### src/rtl/zbt_pkg.sv
// Shared constants and types for the ZBT SRAM controller.
//   ADDR_BITS / DATA_BITS : default SRAM address and data widths
//   zbt_op_t              : one user operation {valid, we, addr, wdata}
//   DIR_RD / DIR_WR       : bus direction encoding (matches req_we)
//   RW_DRIVE / RW_TRI     : pad tristate-enable patterns (0 = drive, 1 = float)
package zbt_pkg;

    localparam int ADDR_BITS = 16;
    localparam int DATA_BITS = 36;

    typedef struct packed {
        logic                 valid;
        logic                 we;
        logic [ADDR_BITS-1:0] addr;
        logic [DATA_BITS-1:0] wdata;
    } zbt_op_t;

    localparam logic DIR_RD = 1'b0;
    localparam logic DIR_WR = 1'b1;

    localparam logic [DATA_BITS-1:0] RW_DRIVE = '0;
    localparam logic [DATA_BITS-1:0] RW_TRI   = '1;

    typedef enum logic {
        ST_RUN = 1'b0,
        ST_GAP = 1'b1
    } turn_state_e;

endpackage

### src/rtl/zbt_op_pipe.sv
// Three-stage operation tracker following each accepted op through the
// ZBT data pipeline.
//   clk_i       : clock
//   clr_i       : synchronous clear (drops every in-flight op)
//   in_valid_i  : op accepted this cycle
//   in_we_i     : accepted op is a write
//   in_wdata_i  : write word of the accepted op
//   s2_*_o      : stage 2, the write-data slot
//   s3_*_o      : stage 3, the read-capture slot
module zbt_op_pipe
    import zbt_pkg::*;
#(
    parameter int DATA_BITS = zbt_pkg::DATA_BITS
) (
    input  logic                 clk_i,
    input  logic                 clr_i,
    input  logic                 in_valid_i,
    input  logic                 in_we_i,
    input  logic [DATA_BITS-1:0] in_wdata_i,
    output logic                 s2_valid_o,
    output logic                 s2_we_o,
    output logic [DATA_BITS-1:0] s2_wdata_o,
    output logic                 s3_valid_o,
    output logic                 s3_we_o
);

    logic                 s1_valid_q, s1_we_q;
    logic [DATA_BITS-1:0] s1_wdata_q;
    logic                 s2_valid_q, s2_we_q;
    logic [DATA_BITS-1:0] s2_wdata_q;
    logic                 s3_valid_q, s3_we_q;

    // Write words only advance with a valid write, so stage 2 keeps the last
    // written word; that is exactly the hold behaviour wanted on write_data.
    always_ff @(posedge clk_i) begin
        if (clr_i) begin
            s1_valid_q <= 1'b0;
            s1_we_q    <= 1'b0;
            s1_wdata_q <= '0;
            s2_valid_q <= 1'b0;
            s2_we_q    <= 1'b0;
            s2_wdata_q <= '0;
            s3_valid_q <= 1'b0;
            s3_we_q    <= 1'b0;
        end else begin
            s1_valid_q <= in_valid_i;
            s1_we_q    <= in_valid_i & in_we_i;
            if (in_valid_i && in_we_i) begin
                s1_wdata_q <= in_wdata_i;
            end
            s2_valid_q <= s1_valid_q;
            s2_we_q    <= s1_we_q;
            if (s1_valid_q && s1_we_q) begin
                s2_wdata_q <= s1_wdata_q;
            end
            s3_valid_q <= s2_valid_q;
            s3_we_q    <= s2_we_q;
        end
    end

    assign s2_valid_o = s2_valid_q;
    assign s2_we_o    = s2_we_q;
    assign s2_wdata_o = s2_wdata_q;
    assign s3_valid_o = s3_valid_q;
    assign s3_we_o    = s3_we_q;

endmodule

### src/rtl/zbt_sram_ctrl.sv
// Pipelined ZBT SRAM controller (FPGA side).
//
// state | meaning
// RUN   | accepting; a request in the other direction starts a turnaround
// GAP   | bus turnaround; ready low until the counter reaches 0, then the
//       | pending direction is accepted
//
// Ports:
//   fpga_clk, reset          : clock, synchronous active-high reset
//   req_valid/ready/we/addr/wdata : user request handshake
//   rd_valid, rd_data        : read return, 3 cycles after accept, in order
//   sram_addr/ce_n/we_n      : registered SRAM control pins
//   write_data, rw_tff       : pad buffer I and T inputs
//   read_data                : pad buffer O outputs
module zbt_sram_ctrl
    import zbt_pkg::*;
#(
    parameter int ADDR_BITS = zbt_pkg::ADDR_BITS,
    parameter int DATA_BITS = zbt_pkg::DATA_BITS,
    parameter int TURN_GAP  = 1
) (
    input  logic                 fpga_clk,
    input  logic                 reset,
    input  logic                 req_valid,
    output logic                 req_ready,
    input  logic                 req_we,
    input  logic [ADDR_BITS-1:0] req_addr,
    input  logic [DATA_BITS-1:0] req_wdata,
    output logic                 rd_valid,
    output logic [DATA_BITS-1:0] rd_data,
    output logic [ADDR_BITS-1:0] sram_addr,
    output logic                 sram_ce_n,
    output logic                 sram_we_n,
    output logic [DATA_BITS-1:0] write_data,
    output logic [DATA_BITS-1:0] rw_tff,
    input  logic [DATA_BITS-1:0] read_data
);

    localparam int CNT_W    = (TURN_GAP > 1) ? $clog2(TURN_GAP) : 1;
    localparam int GAP_LOAD = (TURN_GAP > 0) ? TURN_GAP - 1 : 0;

    localparam logic [DATA_BITS-1:0] TFF_DRIVE = {DATA_BITS{RW_DRIVE[0]}};
    localparam logic [DATA_BITS-1:0] TFF_TRI   = {DATA_BITS{RW_TRI[0]}};

    turn_state_e          state_q, state_d;
    logic [CNT_W-1:0]     cnt_q, cnt_d;
    logic                 last_dir_q, last_dir_d;
    logic                 pend_dir_q, pend_dir_d;
    logic                 gap_open, turn_needed, cur_dir, accept;

    logic [ADDR_BITS-1:0] sram_addr_q;
    logic                 sram_ce_n_q, sram_we_n_q;
    logic                 rd_valid_q;
    logic [DATA_BITS-1:0] rd_data_q;

    logic                 s2_valid, s2_we, s3_valid, s3_we;
    logic [DATA_BITS-1:0] s2_wdata;

    // The cycle that detects a direction change is itself the first idle bus
    // cycle, so GAP's final (count 0) cycle already accepts the pending
    // direction. This gives exactly TURN_GAP ready-low cycles per turnaround.
    always_comb begin
        state_d    = state_q;
        cnt_d      = cnt_q;
        last_dir_d = last_dir_q;
        pend_dir_d = pend_dir_q;

        gap_open    = (state_q == ST_RUN) || (cnt_q == '0);
        cur_dir     = (state_q == ST_GAP) ? pend_dir_q : last_dir_q;
        turn_needed = (TURN_GAP > 0) && req_valid && (req_we != cur_dir);

        if (state_q == ST_GAP) begin
            if (cnt_q == '0) begin
                state_d    = ST_RUN;
                last_dir_d = pend_dir_q;
            end else begin
                cnt_d = cnt_q - 1'b1;
            end
        end

        if (gap_open) begin
            if (turn_needed) begin
                state_d    = ST_GAP;
                cnt_d      = CNT_W'(GAP_LOAD);
                pend_dir_d = req_we;
            end else if (req_valid) begin
                last_dir_d = req_we;
            end
        end
    end

    assign req_ready = !reset && gap_open && !turn_needed;
    assign accept    = req_valid && req_ready;

    always_ff @(posedge fpga_clk) begin
        if (reset) begin
            state_q     <= ST_RUN;
            cnt_q       <= '0;
            last_dir_q  <= DIR_RD;
            pend_dir_q  <= DIR_RD;
            sram_addr_q <= '0;
            sram_ce_n_q <= 1'b1;
            sram_we_n_q <= 1'b1;
            rd_valid_q  <= 1'b0;
            rd_data_q   <= '0;
        end else begin
            state_q     <= state_d;
            cnt_q       <= cnt_d;
            last_dir_q  <= last_dir_d;
            pend_dir_q  <= pend_dir_d;
            sram_ce_n_q <= ~accept;
            sram_we_n_q <= ~(accept & req_we);
            if (accept) begin
                sram_addr_q <= req_addr;
            end
            rd_valid_q <= s3_valid & ~s3_we;
            if (s3_valid && !s3_we) begin
                rd_data_q <= read_data;
            end
        end
    end

    zbt_op_pipe #(
        .DATA_BITS (DATA_BITS)
    ) u_pipe (
        .clk_i      (fpga_clk),
        .clr_i      (reset),
        .in_valid_i (accept),
        .in_we_i    (req_we),
        .in_wdata_i (req_wdata),
        .s2_valid_o (s2_valid),
        .s2_we_o    (s2_we),
        .s2_wdata_o (s2_wdata),
        .s3_valid_o (s3_valid),
        .s3_we_o    (s3_we)
    );

    assign sram_addr  = sram_addr_q;
    assign sram_ce_n  = sram_ce_n_q;
    assign sram_we_n  = sram_we_n_q;
    assign write_data = s2_wdata;
    assign rw_tff     = (s2_valid && s2_we) ? TFF_DRIVE : TFF_TRI;
    assign rd_valid   = rd_valid_q;
    assign rd_data    = rd_data_q;

endmodule

### config.mk
export PLATFORM = sky130hd
export DESIGN_NAME = zbt_sram_ctrl
export DESIGN_NICKNAME = d
export VERILOG_FILES = /design/src/rtl/zbt_pkg.sv /design/src/rtl/zbt_op_pipe.sv /design/src/rtl/zbt_sram_ctrl.sv
export SDC_FILE = /design/constraint.sdc
export NUM_CORES = 1
export LEC_CHECK = 0
export ABC_AREA = 1
export BUFFER_PORTS_ARGS = -buffer_cell sky130_fd_sc_hd__buf_2
export CAP_MARGIN = 20
export CORE_MARGIN = 2
export CORE_UTILIZATION = 44
export CTS_BUF_LIST = sky130_fd_sc_hd__clkbuf_4
export DETAILED_ROUTE_END_ITERATION = 12
export PLACE_DENSITY = 0.74
export SLEW_MARGIN = 20
export SYNTH_ARGS = -nofsm -noshare
export SYNTH_HDL_FRONTEND = slang
export SYNTH_SLANG_ARGS = --single-unit
### constraint.sdc
create_clock -name fpga_clk -period 1.43 [get_ports fpga_clk]
set_clock_uncertainty 0.1 [all_clocks]
set_input_delay 0.286 -clock fpga_clk [delete_from_list [all_inputs] [get_ports fpga_clk]]
set_output_delay 0.286 -clock fpga_clk [all_outputs]
set_load 0.01 [all_outputs]
==> results.py, run 1 <==
metrics = {
    "floorplan": {
        "die_area_um2": 12100,
        "ios": 220,
        "start_util_pct": 45.2,
        "die_y_um": 110,
        "num_rows": 38,
        "die_w_um": 110,
        "coreArea_um2": 10900,
    },
    "synthesis": {
        "ys_ff_latch": 137,
        "yosysUniqueCellTypes": 25,
        "yosysTopAreaCell": "dfxtp_1",
        "syn_inst": 597,
        "syn_nets": 689,
        "async_flop_share_pct": 0,
        "yosysMostFrequentCell": "dfxtp_1",
        "ys_warn_count": 0,
        "synth_edf_count": 0,
        "synth_top_flop_cell": "dfxtp_1",
        "synth.cell_area_um2": 4930,
        "synth.area.top_cells": "dfxtp_1 (56%), nor2_1 (6.2%), nand2_1 (5.9%)",
        "synth.yosys.seq_area_share_pct": 55.7,
        "synth_top_area_share_pct": 55.7,
        "avgSynthCellArea_um2": 8.25,
        "synth_common_cells": "dfxtp_1 (137), nor2_1 (81), nand2_1 (78), o21ai_1 (55), o21ai_0 (53)",
    },
    "sta": {
        "hold_viol": 0,
        "clock.fmax_mhz": 552,
        "tightestPinTransition_ns": 0.365,
        "maxSlewViolCount": 0,
        "timing.final.ws_setup_ns": -0.381,
        "fin_crit_sh_pct": 127,
        "setup_viol": 94,
        "rsz0062_at_grt": "true",
        "slew_headroom_pct": 75.7,
        "period_minus_slack_ns": 1.81,
    },
    "worst_setup_path": {
        "endpoint_kind": "primary output",
        "regToRegStartpoint": "state_q$_SDFF_PP0_",
        "critPathCapture": "req_ready",
        "arrival_ns": 1.43,
        "worstRegToRegCells": 11,
        "rr_endpoint": "u_pipe.s1_wdata_q[15]$_SDFFE_PP0P_",
        "startpoint_type": "flip-flop",
        "reg2reg_setup_slack_ns": -0.26,
        "critPathMaxFanout": 5,
        "startpoint": "state_q$_SDFF_PP0_",
        "criticalPathCategory": "reg -> out",
        "required_ns": 1.04,
    },
    "clock_network": {
        "tritoncts": "done",
        "path_clk_slew_ns": 0.10,
        "htreeDepth": 4,
        "cts_buffers": 17,
        "clock_sinks": 137,
        "insertion_delay_ns": 0.51,
        "clk_path_buf_depth": 2,
        "clock-root-buffer": "clkbuf_4",
    },
    "global_routing": {
        "antenna_found_initial": 0,
        "grt_pass1_vias": 5120,
        "gr-total-overflow": 0,
        "grt_max_degree": 73,
        "grt_pass1_wl_um": 24100,
        "grt_use_total_pct": 26.1,
    },
    "drt": {
        "vias": 5560,
        "totalWireLength_um": 18900,
        "drc_errors": 0,
        "avgRoutedWirePerCell_um": 17.8,
        "vias_per_cell": 5.23,
        "antenna_left": 0,
        "firstDrtPassIters": 5,
        "dr.first_iter.drc_count": 421,
    },
    "layout": {
        "insertedDiodeCount": 0,
        "area_growth_pct": 74.7,
        "fin_util_pct": 79.0,
        "seqCellArea_um2": 2860,
        "nNetsFinal": 1002,
        "drive_above_1_share_pct": 45.1,
        "multi_input_area_um2": 1750,
        "nFillCells": 579,
    },
    "pwr": {
        "vdd_ir_drop_max_mv": 0.596,
        "p_leak_nw": 3.92,
        "powerDensity_nw_per_um2": 889,
    },
    "placed_design": {
        "io_buffers": 219,
        "dp_hpwl_um": 8090,
        "dp_slack_ns": -0.0589,
        "place_congestion": 0.803,
    },
    "run_status": {
        "violations": "setup timing",
        "status": "finished, violations left",
    },
    "worst_hold_path": {
        "hp-class": "in -> reg",
    },
    "run": {
        "max-cap-violations": 0,
    },
}
area by class of cell:
class	instances	share of cell area, %
Sequential cell	137	33.2
Tap cell	140	2.04
Multi-Input combinational cell	341	20.3
Timing Repair Buffer	348	36.9
Clock inverter	10	1.47
Inverter	59	2.89
Timing Repair inverter	6	1.24
Clock buffer	22	1.92
metrics by stage:
stage | instance area, um^2 | std cells | hold WS, ns | TNS [ns] | power, W
after floorplan | 4930 | 597 | 0.297 | 0 | 0.00430
after global placement | 5940 | 903 | 0.320 | 0 | 0.00456
after detailed placement | 5940 | 903 | 0.326 | -1.14 | 0.00458
after CTS | 7760 | 1048 | 0.0391 | -12.06 | 0.00747
after global routing | 8610 | 1063 | 0.0880 | -25.20 | 0.00795
final | 8610 | 1063 | 0.154 | -18.62 | 0.00765
power by group:
part	leakage, nW	switching (W)	internal [W]
Sequential	1.15	0.0000679	0.00392
Clock	0.156	0.00135	0.00129
Combinational	2.61	0.000459	0.000563
metal layers:
metal  GRT usage (%)  wire length, um  vias up
li1                -                -     2514
met1            27.0             6590     2575
met2            47.7             9760      379
met3            6.76             1610       92
met4            14.2              974        0
met5               0                0        -
sequential cells by signal, indices dropped and copies added, names as in the netlist, 16 cells and up:
signal and count:
rd_data 36, u_pipe.s1_wdata_q 36, u_pipe.s2_wdata_o 36, sram_addr 16
how the worst min path moves through the flow:
stage | startpoint | endpoint | depth (start not counted)
finish | req_valid | pend_dir_q$_SDFFE_PP0P_ | 3
global placement | u_pipe.s2_valid_o$_SDFF_PP0_ | u_pipe.s3_valid_o$_SDFF_PP0_ | 2
CTS | req_valid | pend_dir_q$_SDFFE_PP0P_ | 3
global route | req_valid | pend_dir_q$_SDFFE_PP0P_ | 3
detailed placement | u_pipe.s1_we_q$_SDFF_PP0_ | u_pipe.s2_we_o$_SDFF_PP0_ | 2
floorplan | req_addr[0] | sram_addr[0]$_SDFFE_PP0P_ | 2
placed cells by master (no fill, tap or decap), types with 9 or more instances in the layout:
| cell type | count |
|---|---|
| a21oi_1 | 38 |
| dfxtp_1 | 50 |
| buf_4 | 18 |
| clkbuf_4 | 22 |
| inv_1 | 49 |
| dfxtp_2 | 84 |
| nand2_8 | 9 |
| dlygate4sd3_1 | 89 |
| buf_12 | 12 |
| nor2_1 | 81 |
| buf_6 | 108 |
| o21ai_0 | 53 |
| o21ai_1 | 53 |
| buf_2 | 117 |
| nand2_1 | 71 |
| nand3_1 | 13 |
critical path: stages (launching register included):
cell,delay [ns]
dfxtp_4,0.42
inv_4,0.06
nand2_4,0.07
nand3_4,0.07
nand3_2,0.10
nand2_2,0.05
inv_2,0.06
buf_6,0.10
timing repair:
| item | 4_1_cts | 5_1_grt |
|---|---|---|
| endpoints found under the hold margin | 95 | 0 |
| endpoints found under the setup margin | 85 | 237 |
| gates cloned | 13 | 5 |
| buffers inserted | 11 | 10 |
| gates resized for setup | 64 | 197 |
| pin swaps | 6 | 8 |
| hold buffers | 89 | 0 |
logic make-up (layout without fill, tap and decap cells):
logic type             after synthesis  count (layout)  synth area share [%]
AO/OA/AOI/OAI                      148             148                  15.2
buffers and inverters              126             445                  13.3
flip-flops                         137             137                  55.7
AND/OR/NAND/NOR                    186             193                  15.9
No activity file was read; power rests on OpenSTA's default activity.
==> inputs of run 2 (changes only) <==
- CORE_UTILIZATION: 44 -> 45
- SKIP_CTS_REPAIR_TIMING: unset -> 1
- SYNTH_HIERARCHICAL: unset -> 1
==> results.py, run 2 <==
metrics = {
    "run_status": {
        "status": "finished, violations left",
        "violations": "setup timing",
    },
    "worst_setup_path": {
        "startpoint_type": "flip-flop",
        "endpoint_kind": "primary output",
        "arrival_ns": 1.52,
        "criticalPathCategory": "reg -> out",
        "critPathMaxFanout": 3,
        "required_ns": 1.04,
    },
    "synthesis": {
        "synth_edf_count": 0,
        "synth_common_cells": "nor2_1 (241), nand2_1 (177), dfxtp_1 (137), inv_1 (100), buf_4 (36)",
        "synth_top_area_share_pct": 48.5,
        "synth_top_flop_cell": "dfxtp_1",
        "synth.area.top_cells": "dfxtp_1 (48%), nor2_1 (16%), nand2_1 (12%)",
        "async_flop_share_pct": 0,
        "ys_ff_latch": 137,
        "yosysMostFrequentCell": "nor2_1",
        "syn_nets": 898,
        "synth.yosys.seq_area_share_pct": 48.5,
        "synth.cell_area_um2": 5660,
        "yosysTopAreaCell": "dfxtp_1",
        "ys_warn_count": 6,
        "avgSynthCellArea_um2": 7.02,
        "yosysUniqueCellTypes": 24,
        "syn_inst": 806,
    },
    "clock_network": {
        "tritoncts": "done",
        "path_clk_slew_ns": 0.12,
        "htreeDepth": 4,
        "clock-root-buffer": "clkbuf_4",
        "clock_sinks": 137,
        "insertion_delay_ns": 0.53,
        "cts_buffers": 17,
        "clk_path_buf_depth": 2,
    },
    "floorplan": {
        "num_rows": 40,
        "start_util_pct": 46.5,
        "ios": 220,
        "coreArea_um2": 12200,
        "die_w_um": 116,
        "die_area_um2": 13500,
        "die_y_um": 116,
    },
    "layout": {
        "stdcell_count": 1290,
        "fin_util_pct": 75.7,
        "final_common_cell": "nor2_1",
        "nFillCells": 802,
        "mostFrequentLayoutCells": "nor2_1 (239), nand2_1 (175), buf_2 (112), buf_6 (112), inv_1 (98)",
        "drive_above_1_share_pct": 37.0,
        "nNetsFinal": 1199,
        "area_growth_pct": 62.7,
        "stdcell_area_um2": 9210,
        "seqCellArea_um2": 2870,
        "multi_input_area_um2": 2190,
    },
    "pwr": {
        "power.total_w": 0.00774,
        "net-switching-power_w": 0.00192,
        "powerDensity_nw_per_um2": 841,
        "sw_frac_of_total_pct": 24.9,
        "combPwrFrac_pct": 12.6,
        "vdd_ir_drop_max_mv": 0.672,
        "p_leak_nw": 4.79,
        "seq_power_share_pct": 51.5,
        "p_clk_share_pct": 35.9,
        "p_int_w": 0.00582,
    },
    "drt": {
        "vias": 6043,
        "totalWireLength_um": 17900,
        "vias_per_cell": 4.68,
        "drc_errors": 0,
        "antenna_left": 0,
        "firstDrtPassIters": 5,
        "met3_length_um": 997,
        "dr.first_iter.drc_count": 376,
        "wl_met1_um": 6650,
        "wl_met2_um": 9370,
        "maxUsedRoutingLayer": "met4",
        "avgRoutedWirePerCell_um": 13.9,
    },
    "placed_design": {
        "dp_slack_ns": -0.0734,
        "place_area_um2": 6810,
        "numPlacedInstances": 1146,
        "io_buffers": 219,
        "place_congestion": 0.810,
        "dp_hpwl_um": 8520,
    },
    "sta": {
        "setup_viol": 85,
        "maxSlewViolCount": 0,
        "slew_headroom_pct": 82.3,
        "rsz0062_at_grt": "true",
        "tightestPinTransition_ns": 0.264,
        "clock.fmax_mhz": 524,
        "fin_crit_sh_pct": 134,
        "timing.final.ws_setup_ns": -0.479,
        "period_minus_slack_ns": 1.91,
        "hold_viol": 0,
    },
    "worst_hold_path": {
        "hp-class": "in -> reg",
    },
    "global_routing": {
        "grt_pass1_vias": 4480,
        "grt_max_degree": 39,
        "grt_use_total_pct": 18.7,
        "grt_pass1_wl_um": 20000,
        "antenna_found_initial": 2,
        "gr-total-overflow": 0,
    },
    "run": {
        "max-cap-violations": 0,
    },
}
-- run 2: cell type report --
| type | instances | area share, % |
|---|---|---|
| Antenna cell | 2 | 0.0544 |
| Clock buffer | 17 | 1.39 |
| Clock inverter | 15 | 1.98 |
| Inverter | 103 | 4.34 |
| Multi-Input combinational cell | 498 | 23.8 |
| Sequential cell | 137 | 31.1 |
| Tap cell | 168 | 2.28 |
| Timing Repair Buffer | 350 | 35.0 |
-- run 2: path summary, 6_finish.rpt --
check	slack (ns)	end	startpoint	cells past startpoint
setup / recovery	-0.48	req_ready	state_q$_SDFF_PP0_	7
hold reg to reg	0.33	u_pipe/s2_we_o$_SDFF_PP0_	u_pipe/s1_we_q$_SDFF_PP0_	2
setup reg to reg	-0.30	u_pipe/s1_wdata_q[4]$_SDFFE_PP0P_	state_q$_SDFF_PP0_	11
hold / removal	0.07	u_pipe/s2_we_o$_SDFF_PP0_	reset	3
-- run 2: metal layers --
| metal | up-vias | track usage [%] |
|---|---|---|
| li1 | 2966 | - |
| met1 | 2730 | 22.7 |
| met2 | 275 | 31.2 |
| met3 | 72 | 5.19 |
| met4 | 0 | 8.33 |
| met5 | - | 0 |
-- run 2: power groups by stage --
stage	clock, W	sequential (W)	combinational, W
6_report	0.00278	0.00399	0.000976
5_1_grt	0.00301	0.00400	0.00105
4_1_cts	0.00282	0.00396	0.000622
3_5_place_dp	0	0.00405	0.000618
3_3_place_gp	0	0.00405	0.000616
2_1_floorplan	0	0.00407	0.000315
-- run 2: cells by family (layout without fill, tap and decap cells) --
family	Yosys count	count (layout)	share of synthesized area [%]
AO/OA/AOI/OAI	40	40	3.65
flip-flops	137	137	48.5
AND/OR/NAND/NOR	452	458	32.2
other	0	2	0
buffers and inverters	177	485	15.7
-- run 2: per-stage QoR --
stage / TNS, ns / hold WS, ns
4_1_cts: -19.51 / -0.184
2_1_floorplan: -1.89 / 0.255
6_report: -17.99 / 0.0723
3_3_place_gp: -0.575 / 0.321
3_5_place_dp: -1.48 / 0.325
5_1_grt: -26.87 / 0.0235
-- run 2: critical path: stages (launching register included) --
cell,delay (ns)
dfxtp_4,0.38
nand2_2,0.12
nand2_4,0.07
nand2_4,0.08
nand3_2,0.09
nand2_2,0.10
inv_2,0.04
buf_6,0.11
==> inputs of run 3 (changes only) <==
- RECOVER_POWER: unset -> 25
- SLEW_MARGIN: 20 -> unset
==> results.py, run 3 (synthesized netlist as in run 2, its figures left out) <==
metrics = {
    "drt": {
        "dr.first_iter.drc_count": 395,
        "drc_errors": 0,
        "vias_per_cell": 4.66,
        "firstDrtPassIters": 5,
        "avgRoutedWirePerCell_um": 13.9,
        "antenna_left": 0,
        "totalWireLength_um": 17900,
        "vias": 6006,
    },
    "worst_hold_path": {
        "min-delay-start": "reset",
        "hold_end": "u_pipe/s2_we_o$_SDFF_PP0_",
        "hp-class": "in -> reg",
        "min_delay_path_depth": 3,
    },
    "global_routing": {
        "antenna_found_initial": 2,
        "grt_pass1_vias": 4480,
        "grt.busiest_layer": "met2",
        "use_met3_pct": 5.19,
        "use_met1_pct": 22.7,
        "grt_pass1_wl_um": 20000,
        "grt_max_degree": 39,
        "met2_usage_pct": 31.2,
        "gr-total-overflow": 0,
        "grt_use_total_pct": 18.7,
    },
    "worst_setup_path": {
        "cp_num_buf_inv": 2,
        "critPathMaxFanout": 3,
        "criticalPathCategory": "reg -> out",
        "slowest_stage": "dfxtp_4",
        "endpoint_kind": "primary output",
        "slowest_delay_ns": 0.38,
        "rr_endpoint": "u_pipe/s1_wdata_q[4]$_SDFFE_PP0P_",
        "arrival_ns": 1.53,
        "regToRegStartpoint": "state_q$_SDFF_PP0_",
        "crit_family": "simple AND/OR/NAND/NOR gates",
        "worstRegToRegCells": 11,
        "crit_cells": 7,
        "cp_cell_sequence": "nand2_2, nand2_4, nand2_4, nand3_2, nand2_2, inv_2, buf_6",
        "reg2reg_setup_slack_ns": -0.30,
        "startpoint": "state_q$_SDFF_PP0_",
        "startpoint_type": "flip-flop",
        "required_ns": 1.04,
    },
    "clock_network": {
        "clock-root-buffer": "clkbuf_4",
        "clock_sinks": 137,
        "path_clk_slew_ns": 0.12,
        "clk_path_buf_depth": 2,
        "cts_buffers": 17,
        "tritoncts": "done",
        "insertion_delay_ns": 0.53,
        "htreeDepth": 4,
    },
    "placed_design": {
        "numPlacedInstances": 1146,
        "dp_hpwl_um": 8520,
        "io_buffers": 219,
        "place_congestion": 0.810,
    },
    "run": {
        "max-cap-violations": 0,
    },
    "floorplan": {
        "ios": 220,
        "die_w_um": 116,
        "start_util_pct": 46.5,
        "coreArea_um2": 12200,
        "die_y_um": 116,
        "num_rows": 40,
        "die_area_um2": 13500,
    },
    "sta": {
        "setup_viol": 85,
        "tightestPinTransition_ns": 0.462,
        "slew_headroom_pct": 69.2,
        "fin_crit_sh_pct": 134,
        "period_minus_slack_ns": 1.91,
        "maxSlewViolCount": 0,
        "rsz0062_at_grt": "true",
        "hold_viol": 0,
        "clock.fmax_mhz": 523,
        "finalSetupTns_ns": -18.16,
        "timing.final.ws_setup_ns": -0.483,
        "whs_ns": 0.0690,
    },
    "layout": {
        "mostFrequentLayoutCells": "nor2_1 (239), nand2_1 (176), buf_2 (112), buf_6 (112), inv_1 (98)",
        "drive_above_1_share_pct": 36.9,
        "nNetsFinal": 1199,
        "final_common_cell": "nor2_1",
        "area_growth_pct": 62.6,
        "stdcell_count": 1290,
        "nFillCells": 802,
    },
    "pwr": {
        "sw_frac_of_total_pct": 24.9,
        "p_leak_nw": 4.79,
        "net-switching-power_w": 0.00192,
        "combPwrFrac_pct": 12.6,
        "vdd_ir_drop_max_mv": 0.671,
        "p_clk_share_pct": 35.9,
        "seq_power_share_pct": 51.5,
        "powerDensity_nw_per_um2": 841,
        "p_int_w": 0.00582,
    },
    "run_status": {
        "status": "finished, violations left",
        "violations": "setup timing",
    },
}
[run 3: how the worst max path moves through the flow]
| stage | slack, ns | endpoint |
|---|---|---|
| global placement | -0.03 | u_pipe/s1_wdata_q[7]$_SDFFE_PP0P_ |
| global route | -0.58 | req_ready |
| CTS | -0.57 | req_ready |
| floorplan | -0.06 | u_pipe/s1_wdata_q[10]$_SDFFE_PP0P_ |
| detailed placement | -0.07 | u_pipe/s1_wdata_q[6]$_SDFFE_PP0P_ |
| finish | -0.48 | req_ready |
[run 3: final cells by class]
| cell class | instances | area (um^2) | share of cell area (%) |
|---|---|---|---|
| clock inverters | 15 | 183 | 1.99 |
| diodes | 2 | 5.00 | 0.0544 |
| repair buffers | 350 | 3220 | 35.0 |
| clock buffers | 17 | 128 | 1.39 |
| flip-flops and latches | 137 | 2870 | 31.1 |
| multi-input cells | 498 | 2190 | 23.8 |
| inverters | 103 | 399 | 4.34 |
| well taps | 168 | 210 | 2.28 |
[run 3: tightest hold or removal path, delay by kind of cell]
family | cells | cell delay [ns]
buffers and inverters | 2 | 0.32
and+or+nand+nor | 1 | 0.06
[run 3: stage by stage]
step | total power (W) | worst slack [ns] | utilization [%] | cell area, um^2
2_1_floorplan | 0.00438 | -0.0602 | - | 5690
3_3_place_gp | 0.00466 | -0.0329 | 56.0 | 6810
3_5_place_dp | 0.00467 | -0.0734 | 56.0 | 6810
4_1_cts | 0.00741 | -0.566 | 58.6 | 7120
5_1_grt | 0.00806 | -0.575 | 75.7 | 9200
6_report | 0.00774 | -0.483 | 75.7 | 9200
[run 3: per-layer routing]
metal | share of wire [%] | vias to the layer above
met3 | 5.5 | 77
li1 | - | 2965
met5 | 0 | -
met4 | 5.2 | 0
met1 | 37 | 2714
met2 | 52 | 250
[run 3: power groups by stage]
stage / clock [W] / sequential [W] / combinational [W]
floorplan: 0 / 0.00407 / 0.000315
global placement: 0 / 0.00405 / 0.000616
detailed placement: 0 / 0.00405 / 0.000618
CTS: 0.00282 / 0.00396 / 0.000622
global route: 0.00301 / 0.00400 / 0.00105
finish: 0.00278 / 0.00399 / 0.000976
